[config.mk]
export PLATFORM = sky130hd
export DESIGN_NAME = fifo_drain_scheduler
export DESIGN_NICKNAME = d
export VERILOG_FILES = /design/src/rtl/fifo_drain_scheduler.sv
export SDC_FILE = /design/constraint.sdc
export NUM_CORES = 1
export LEC_CHECK = 0
export CAP_MARGIN = 20
export CORE_MARGIN = 8
export CORE_UTILIZATION = 35
export CTS_BUF_LIST = sky130_fd_sc_hd__clkbuf_4
export CTS_CLUSTER_SIZE = 20
export DETAILED_ROUTE_END_ITERATION = 8
export PLACE_DENSITY = 0.68
export SLEW_MARGIN = 10
export SYNTH_ARGS = -nofsm -noshare
export SYNTH_HDL_FRONTEND = slang
export SYNTH_SLANG_ARGS = --single-unit
[constraint.sdc]
create_clock -name i_clock -period 6.8 [get_ports i_clock]
set_input_delay 1.36 -clock i_clock [delete_from_list [all_inputs] [get_ports i_clock]]
set_output_delay 1.36 -clock i_clock [all_outputs]
set_load 0.1 [all_outputs]
[src/rtl/fifo_drain_scheduler.sv]
// fifo_drain_scheduler
// Round-robin scheduler that lets NUM_CH FIFOs share one downstream consumer.
// A channel holds the consumer for up to BURST_LEN beats. It loses the grant
// early if it stalls for IDLE_TIMEOUT cycles or if its enable is dropped.
// Data, valid and ready pass straight through while a grant is held, so this
// block stores no data.

module fifo_drain_scheduler #(
  parameter int WIDTH        = 8,
  parameter int NUM_CH       = 8,
  parameter int BURST_LEN    = 16,
  parameter int IDLE_TIMEOUT = 4
) (
  input  logic                      i_clock,
  input  logic                      i_reset,
  input  logic [NUM_CH*WIDTH-1:0]   i_ch_data,
  input  logic [NUM_CH-1:0]         i_ch_valid,
  output logic [NUM_CH-1:0]         o_ch_ready,
  input  logic [NUM_CH-1:0]         i_ch_enable,
  output logic [WIDTH-1:0]          o_out_data,
  output logic                      o_out_valid,
  input  logic                      i_out_ready,
  output logic [$clog2(NUM_CH)-1:0] o_out_chan,
  output logic                      o_out_last,
  output logic                      o_busy
);

  localparam int CW = $clog2(NUM_CH);
  localparam int BW = $clog2(BURST_LEN + 1);
  localparam int SW = $clog2(IDLE_TIMEOUT + 1);

  localparam logic [BW-1:0] BEAT_LAST  = BW'(BURST_LEN - 1);
  localparam logic [SW-1:0] STALL_LAST = SW'(IDLE_TIMEOUT - 1);
  localparam logic [CW-1:0] CH_LAST    = CW'(NUM_CH - 1);

  typedef enum logic {
    ST_IDLE  = 1'b0,
    ST_GRANT = 1'b1
  } state_t;

  state_t          state_q, state_d;
  logic [CW-1:0]   rr_ptr_q, rr_ptr_d;
  logic [CW-1:0]   grant_q, grant_d;
  logic [BW-1:0]   beat_cnt_q, beat_cnt_d;
  logic [SW-1:0]   stall_cnt_q, stall_cnt_d;

  logic [NUM_CH-1:0] req;
  logic              pick_valid;
  logic [CW-1:0]     pick_idx;
  logic [CW-1:0]     cand;
  logic              beat;
  logic              release_now;

  assign req = i_ch_valid & i_ch_enable;

  // Pick the first requesting channel at or after rr_ptr. The loop walks the
  // offsets from far to near so that the nearest requester is written last.
  always_comb begin
    pick_valid = 1'b0;
    pick_idx   = '0;
    cand       = '0;
    for (int i = NUM_CH - 1; i >= 0; i--) begin
      cand = CW'((int'(rr_ptr_q) + i) % NUM_CH);
      if (req[cand]) begin
        pick_valid = 1'b1;
        pick_idx   = cand;
      end
    end
  end

  // While a grant is held, connect the granted FIFO straight to the output;
  // when idle, every output stays low.
  always_comb begin
    o_ch_ready  = '0;
    o_out_data  = '0;
    o_out_valid = 1'b0;
    o_out_chan  = '0;
    o_out_last  = 1'b0;
    o_busy      = 1'b0;
    if (state_q == ST_GRANT) begin
      o_busy             = 1'b1;
      o_out_chan         = grant_q;
      o_out_data         = i_ch_data[grant_q*WIDTH +: WIDTH];
      o_out_valid        = i_ch_valid[grant_q];
      o_ch_ready[grant_q] = i_out_ready;
      o_out_last         = i_ch_valid[grant_q] && (beat_cnt_q == BEAT_LAST);
    end
  end

  assign beat = o_out_valid & i_out_ready;

  // Next-state logic. Arbitration runs in idle, and release checks run while
  // a grant is held. A beat in the same cycle as an enable drop still counts.
  always_comb begin
    state_d     = state_q;
    rr_ptr_d    = rr_ptr_q;
    grant_d     = grant_q;
    beat_cnt_d  = beat_cnt_q;
    stall_cnt_d = stall_cnt_q;
    release_now = 1'b0;
    case (state_q)
      ST_IDLE: begin
        if (pick_valid) begin
          state_d     = ST_GRANT;
          grant_d     = pick_idx;
          beat_cnt_d  = '0;
          stall_cnt_d = '0;
        end
      end
      ST_GRANT: begin
        if (beat) begin
          beat_cnt_d  = beat_cnt_q + 1'b1;
          stall_cnt_d = '0;
          if (beat_cnt_q == BEAT_LAST) begin
            release_now = 1'b1;
          end
        end else if (!i_ch_valid[grant_q]) begin
          if (stall_cnt_q == STALL_LAST) begin
            release_now = 1'b1;
          end else begin
            stall_cnt_d = stall_cnt_q + 1'b1;
          end
        end
        if (!i_ch_enable[grant_q]) begin
          release_now = 1'b1;
        end
        if (release_now) begin
          state_d  = ST_IDLE;
          rr_ptr_d = (grant_q == CH_LAST) ? '0 : grant_q + 1'b1;
        end
      end
      default: begin
        state_d = ST_IDLE;
      end
    endcase
  end

  // State and counter registers. Reset abandons any burst that is in flight.
  always_ff @(posedge i_clock or posedge i_reset) begin
    if (i_reset) begin
      state_q     <= ST_IDLE;
      rr_ptr_q    <= '0;
      grant_q     <= '0;
      beat_cnt_q  <= '0;
      stall_cnt_q <= '0;
    end else begin
      state_q     <= state_d;
      rr_ptr_q    <= rr_ptr_d;
      grant_q     <= grant_d;
      beat_cnt_q  <= beat_cnt_d;
      stall_cnt_q <= stall_cnt_d;
    end
  end

endmodule

==> summary.md, run 1 <==
| Metric | Value |
|---|---|
| Outcome | complete, no violations |
| I/O pin cnt | 105 |
| Critical path's slowest cell | clkdlybuf4s50_1 |
| Worst-Margin Slew | 0.999 ns |
| Area grow syn2layout | 45.9% |
| Synth Area in Simple Gates | 19.7% |
| Worst-case clock buffer depth | 2 |
| Worst endpoint required time | 5.44 ns |
| Synth top area cells | mux4_2 26%, dfrtp_1 15%, mux2i_1 6.9% |
| Syn_nets | 355 |
| Ant diodes | 0 |
| Final std cells w/o fill | 454 |
| Final wirelength | 8.32 mm |
| Crit path kind | in2out |
| Max-slew headroom | 33.2% |
| Final setup fails | 0 |
| CP cell instances | clkdlybuf4s50_1 -> mux4_2 -> mux2i_1 -> nor2_1 -> and2_1 -> clkdlybuf4s50_1 |
| Placed Cells incl. Taps | 450 |
| Tot Pwr | 0.00182 W |
| Mapped Cells | 264 |
| Fraction of registers with async set or reset after synthesis | 100% |
| Largest family of logic cells by synthesized area | multiplexers |
| Antenna violations before repair | 0 |
| Post-synth EDFFs | 0 |
| Post-synth top area share | 26.4% |
| Finished Core Util | 52.9% |
| Max-cap violations | 0 |
| Clock Tree Root | clkbuf_4 |
| Synth warnings | 0 |
| Crit end category | output port |
| Post-DRT Antenna Nets | 0 |
| Chip width | 100 microns |
| RSZ-0062 raised after global routing | no |
| Netlist Area Pre-Place | 2470 sq um |
| Die area | 10000 sq um |
| Ratio of cells with drive above 1 in the final layout | 14.2% |
| GRT overflow | 0 |
| Worst reg2reg path endpoint | stall_cnt_q[1] |
| Hold_buf cts | 0 |
| Crit-path max FO | 7 |
| CP Buf/Inv Count | 2 |
| Worst-Skew Late Latency | 0.28 ns |
| Sequential share of the synthesized area | 15.2% |
| Fin. max-slew vios | 0 |
| Final period util | 79.9% |
| Static Leak | 1.35 nW |
| Worst Setup Start Kind | input pin |
| H-tree levels | 1 |
| Nets@finish | 450 |
| Maximum VDD drop | 0.000401 V |
| Pre-antenna DRT Iters | 4 |
| Synth Area in Adders | 4.04% |
| Tot GR Track Use | 16.9% |
| Fin Setup TNS | 0 ns |
| Core area | 6830 sq um |
| Synth Flop Type | dfrtp_1 |
| Hold Violations, Final | 0 |
| Worst Skew | 0.00414 ns |
| Die H | 100 microns |
| Setup Buffers After CTS | 0 |
| Post-CTS sizing | 0 |
| CP Data Arrival Time | 4.07 ns |
| Yosys cell types | 61 |
| P per Cell Area | 503 nW/um^2 |
| Num CTS Buffers | 3 |
| Min-delay worst type | reg2reg |
| Critical path's top delay family | buffers and inverters |
| Vias per cell | 5.78 |
| Initial Util | 36.2% |
| CP most frequent cell | clkdlybuf4s50_1 |
| Synth area leader | mux4_2 |
| WL/cell | 18.3 microns |
| Buffers added on ports | 104 |
| #FFs+latches synth | 15 |
| Clock tree sinks | 15 |
| Mux share of post-synthesis cell area | 34.6% |
| Iter 0 DRT Violations | 197 |
| Largest net degree at the start of global routing | 29 |
| FF-to-FF Start | rr_ptr_q[1] |
| Fmax | 0.184 GHz |
| Vias in the first global route | 2864 |
| Via count | 2625 |
| CP max stage delay | 0.96 ns |
| Reg2reg path depth | 9 |
| Synth Area in XOR/XNOR | 2.83% |
| First-pass GRT wire length | 13.9 mm |
| Avg Inst Size Synth | 9.37 sq um |
| CTS tree | built |
| Placed cell areas | 3580 sq um |
| Min-Delay Endpoint | stall_cnt_q[2] |
| Cell Rows | 30 |
| Clock transition at path regs | 0.09 ns |
| Hold_sp | stall_cnt_q[2] |
| Global placement routability congestion | 0.908 |
| Min-Delay Path Depth | 1 |
| Min cycle time layout | 5.43 ns |
| Post-DP HPWL | 6.83 mm |
| Post-route cell area | 3610 sq um |
| R2R Setup Slk | 3.01 ns |
| Complex-gate fraction of the synthesized area | 18.5% |
| DRC violations left | 0 |
-- synth_stat cells, types with 4 or more instances --
cell / n
and2_1: 8
nor2_1: 25
clkbuf_1: 9
buf_1: 4
a21oi_1: 6
nand3b_1: 4
nand2_1: 24
mux4_2: 29
inv_1: 8
nand3_1: 16
ha_1: 8
mux2i_1: 17
o21ai_0: 5
o21a_1: 4
o21ai_1: 8
dfrtp_1: 15
nor3_1: 4
-- layout by cell type (no fill, tap or decap), types with 15 or more instances in the layout --
cell type          n
clkdlybuf4s50_1  104
dfrtp_1           15
mux2i_1           17
mux4_2            29
nand2_1           24
nand3_1           16
nor2_1            25
-- layout make-up --
| type | instances | area, sq um |
|---|---|---|
| Clock buffer | 4 | 30.0 |
| Fill cell | 638 | 3220 |
| Inverter | 11 | 43.8 |
| Multi-Input combinational cell | 220 | 1970 |
| Sequential cell | 15 | 375 |
| Tap cell | 96 | 120 |
| Timing Repair Buffer | 108 | 1070 |
-- cells by family (layout without fill, tap and decap cells) --
kind of cell             Yosys count  after routing
AO/OA/AOI/OAI                     59             59
XOR/XNOR                           5              5
adder cells (fa/ha/maj)            8              8
buffers and inverters             29            123
flip-flops                        15             15
multiplexers                      49             49
AND/OR/NAND/NOR                   99             99
-- layer usage --
metal  up-vias  global-route usage, %  share of wire, %
li1       1226                      -                 -
met1      1256                   19.5                40
met2       131                   29.1                49
met3        12                   5.81               9.2
met4         0                   4.19               1.5
met5         -                      0                 0
-- report_power, final --
group	internal, W	switching, W
Sequential	0.000122	0.0000485
Combinational	0.000600	0.000990
Clock	0.0000268	0.0000296
Total	0.000749	0.00107
-- registers in the layout, indices dropped and copies added, names as in the netlist --
register     cells
stall_cnt_q      3
rr_ptr_q         3
state_q          1
beat_cnt_q       5
grant_q          3
-- worst max-delay path by stage --
stage,slack [ns],cells after the start,to,from
2_1_floorplan,1.51,4,o_out_last,i_ch_valid[3]
6_report,1.37,6,o_out_last,i_ch_valid[5]
3_5_place_dp,1.38,6,o_out_last,i_ch_valid[6]
5_1_grt,1.27,6,o_out_last,i_ch_valid[7]
3_3_place_gp,1.40,6,o_out_last,i_ch_valid[7]
4_1_cts,1.38,6,o_out_last,i_ch_valid[1]
-- metrics by stage --
stage	setup slack, ns	hold slack [ns]
2_1_floorplan	1.51	0.456
3_3_place_gp	1.40	0.478
3_5_place_dp	1.38	0.485
4_1_cts	1.38	0.512
5_1_grt	1.27	0.530
6_report	1.37	0.509
-- worst register-to-register path, delay by kind of cell, from the launching register on --
kind / cells / cell delay (ns)
buffers and inverters: 2 / 0.60
flip-flops: 1 / 0.73
AO/OA/AOI/OAI: 5 / 1.52
AND/OR/NAND/NOR: 1 / 0.39
adder cells (fa/ha/maj): 1 / 0.50
Note: power is estimated with default switching activity, not from simulation.
==> run 2: changes to the inputs <==
==> constraint.sdc (replaced) <==
create_clock -name i_clock -period 5.51 [get_ports i_clock]
set_input_delay 1.102 -clock i_clock [delete_from_list [all_inputs] [get_ports i_clock]]
set_output_delay 1.102 -clock i_clock [all_outputs]
set_load 0.1 [all_outputs]
==> run 2 against run 1 <==
  * Core utilization fell by 0.48 points
  * Register-to-register slack got worse by 1.3 ns
  * Wire length fell by 1.6%
  * First-iteration DRC count rose by 34%
  * Total power rose by 23%
  * Clock-buffer cell count did not move
  * Via count fell by 2.2%
  * Sequential share of layout area rose by 0.094 points
  * Die area did not move
  * Global-route usage fell by 0.55 points
  * Clock skew barely moved
  * Largest power group unchanged
==> summary.md, run 2 (synthesis gave the netlist of run 1 again) <==
| Metric | Value |
|---|---|
| Critical path's top delay family | buffers and inverters |
| Worst setup margin | 1.21 ns (-0.156 ns) |
| Clock tree sinks | 15 (unchanged) |
| Buffers added on ports | 104 (unchanged) |
| Placed Cells incl. Taps | 448 (-0.44%) |
| Cell Rows | 30 (unchanged) |
| Min cycle time layout | 4.30 ns |
| Worst Setup Start Kind | input pin |
| Vias per cell | 5.68 (-1.8%) |
| First-pass GRT wire length | 13.4 mm (-3.5%) |
| Setup Buffers After CTS | 0 (unchanged) |
| CP most frequent cell | clkdlybuf4s50_1 |
| Pre-antenna DRT Iters | 4 (unchanged) |
| CP Buf/Inv Count | 2 (unchanged) |
| Fmax | 0.233 GHz |
| P per Cell Area | 624 nW/um^2 (+24%) |
| Crit-path max FO | 1 (-6) |
| Num CTS Buffers | 3 (unchanged) |
| Most common cell after layout, fill and taps aside | clkdlybuf4s50_1 |
| Iter 0 DRT Violations | 263 (+34%) |
| Static Leak | 1.35 nW (+0.24%) |
| Worst-case clock buffer depth | 2 (unchanged) |
| Area grow syn2layout | 44.6% |
| Crit end category | output port |
| CP max stage delay | 0.98 ns (+0.02 ns) |
| Nets@finish | 448 (-0.44%) |
| Placed cell areas | 3550 sq um (-0.91%) |
| Crit path kind | in2out |
| Tot GR Track Use | 16.4% (-0.55 points) |
| Register with the most flip-flops | beat_cnt_q |
| Antenna violations before repair | 0 (unchanged) |
| Commonest non-fill, non-tap cells in the layout | 97 x clkdlybuf4s50_1, 29 x mux4_2, 25 x nor2_1 |
| Die H | 100 microns (unchanged) |
| Post-DP HPWL | 6.78 mm (-0.79%) |
| Clock transition at path regs | 0.09 ns (about the same) |
| Post-CTS sizing | 0 (unchanged) |
| Max reg flops | 5 (unchanged) |
| Tot Pwr | 0.00223 W (+23%) |
| Final wirelength | 8.19 mm (-1.6%) |
| Min-delay worst type | reg2reg |
| Hold_buf cts | 0 (unchanged) |
| Worst-Margin Slew | 1.01 ns (+0.0157 ns) |
| Initial Util | 36.2% (unchanged) |
| CP cell instances | clkdlybuf4s50_1 -> mux4_2 -> mux2i_1 -> nor2_1 -> clkdlybuf4s50_1 |
| CTS tree | built |
| Worst endpoint required time | 4.41 ns (-1.03 ns) |
| Post-route cell area | 3580 sq um (-0.90%) |
| Core area | 6830 sq um (unchanged) |
| Fin Setup TNS | 0 ns (unchanged) |
| Via count | 2566 (-2.2%) |
| Maximum VDD drop | 0.000602 V (+50%) |
| RSZ-0062 raised after global routing | no |
| Clock Tree Root | clkbuf_4 |
| Ant diodes | 0 (unchanged) |
| Place WS | 1.21 ns (-0.170 ns) |
| GRT overflow | 0 (unchanged) |
| Outcome | complete, no violations |
| Worst Skew | 0.00444 ns (+0.000297 ns) |
| CP Data Arrival Time | 3.20 ns (-0.87 ns) |
| I/O pin cnt | 105 (unchanged) |
| Worst-Skew Late Latency | 0.28 ns (about the same) |
| Vias in the first global route | 2651 (-7.4%) |
| Hold Violations, Final | 0 (unchanged) |
| WL/cell | 18.1 microns (-1.2%) |
| Chip width | 100 microns (unchanged) |
| Final setup fails | 0 (unchanged) |
| Filler Cells Inserted | 641 (+0.47%) |
| Final std cells w/o fill | 452 (-0.44%) |
| Final period util | 78.0% |
| H-tree levels | 1 (unchanged) |
| Max-slew headroom | 32.4% (-0.84 points) |
| Critical path's slowest cell | clkdlybuf4s50_1 |
| Ratio of cells with drive above 1 in the final layout | 15.7% (+1.5 points) |
| Fin. max-slew vios | 0 (unchanged) |
| Die area | 10000 sq um (unchanged) |
| DRC violations left | 0 (unchanged) |
| Largest net degree at the start of global routing | 29 (unchanged) |
| Global placement routability congestion | 0.888 (-2.1%) |
| Max-cap violations | 0 (unchanged) |
| Post-DRT Antenna Nets | 0 (unchanged) |
[run 2: cell types whose count changed in the layout (fill, tap and decap cells not counted)]
| cell | delta |
|---|---|
| buf_4 | +5 |
| clkdlybuf4s50_1 | -7 |
[run 2: metrics by stage]
step	hold WS (ns)	util [%]
floorplan	0.456	-
global placement	0.471	51.9
detailed placement	0.474	51.9
CTS	0.500	52.4
global route	0.533	52.4
finish	0.502	52.4
[run 2: cell type report]
type / count / area [sq um] / share of cell area (%)
Timing Repair Buffer: 106 / 1040 / 29.0
Tap cell: 96 / 120 / 3.36
Clock buffer: 4 / 30.0 / 0.839
Sequential cell: 15 / 375 / 10.5
Multi-Input combinational cell: 220 / 1970 / 55.1
Inverter: 11 / 43.8 / 1.22
[run 2: where the power goes]
part | internal [W] | switching [W] | leakage [nW] | total [W]
Combinational | 0.000734 | 0.00115 | 1.14 | 0.00188
Clock | 0.0000330 | 0.0000347 | 0.0184 | 0.0000678
Sequential | 0.000149 | 0.000133 | 0.195 | 0.000282
[run 2: worst paths after layout]
check                                from              to  slack, ns  cells after the start
max in group asynchronous         i_reset      grant_q[1]       3.97                      2
hold / removal             stall_cnt_q[2]  stall_cnt_q[2]       0.50                      1
hold reg to reg            stall_cnt_q[2]  stall_cnt_q[2]       0.50                      1
setup / recovery            i_ch_data[59]   o_out_data[3]       1.21                      5
min in group asynchronous         i_reset   beat_cnt_q[3]       1.16                      2
setup reg to reg              rr_ptr_q[1]  stall_cnt_q[1]       1.68                      9
[run 2: worst reg2reg max path: cells and delay by family (launching register included)]
family	cells	cell delay [ns]
and+or+nand+nor	1	0.39
DFF	1	0.71
adders and majority gates	1	0.52
AOI/OAI and AO/OA	5	1.55
buffers and inverters	2	0.61
[run 2: per-layer routing]
layer / vias to the layer above / GRT usage [%] / routed length (microns)
li1: 1214 / - / -
met5: - / 0 / 0
met3: 6 / 5.81 / 823
met4: 0 / 3.49 / 108
met1: 1209 / 19.6 / 3240
met2: 137 / 27.4 / 4020
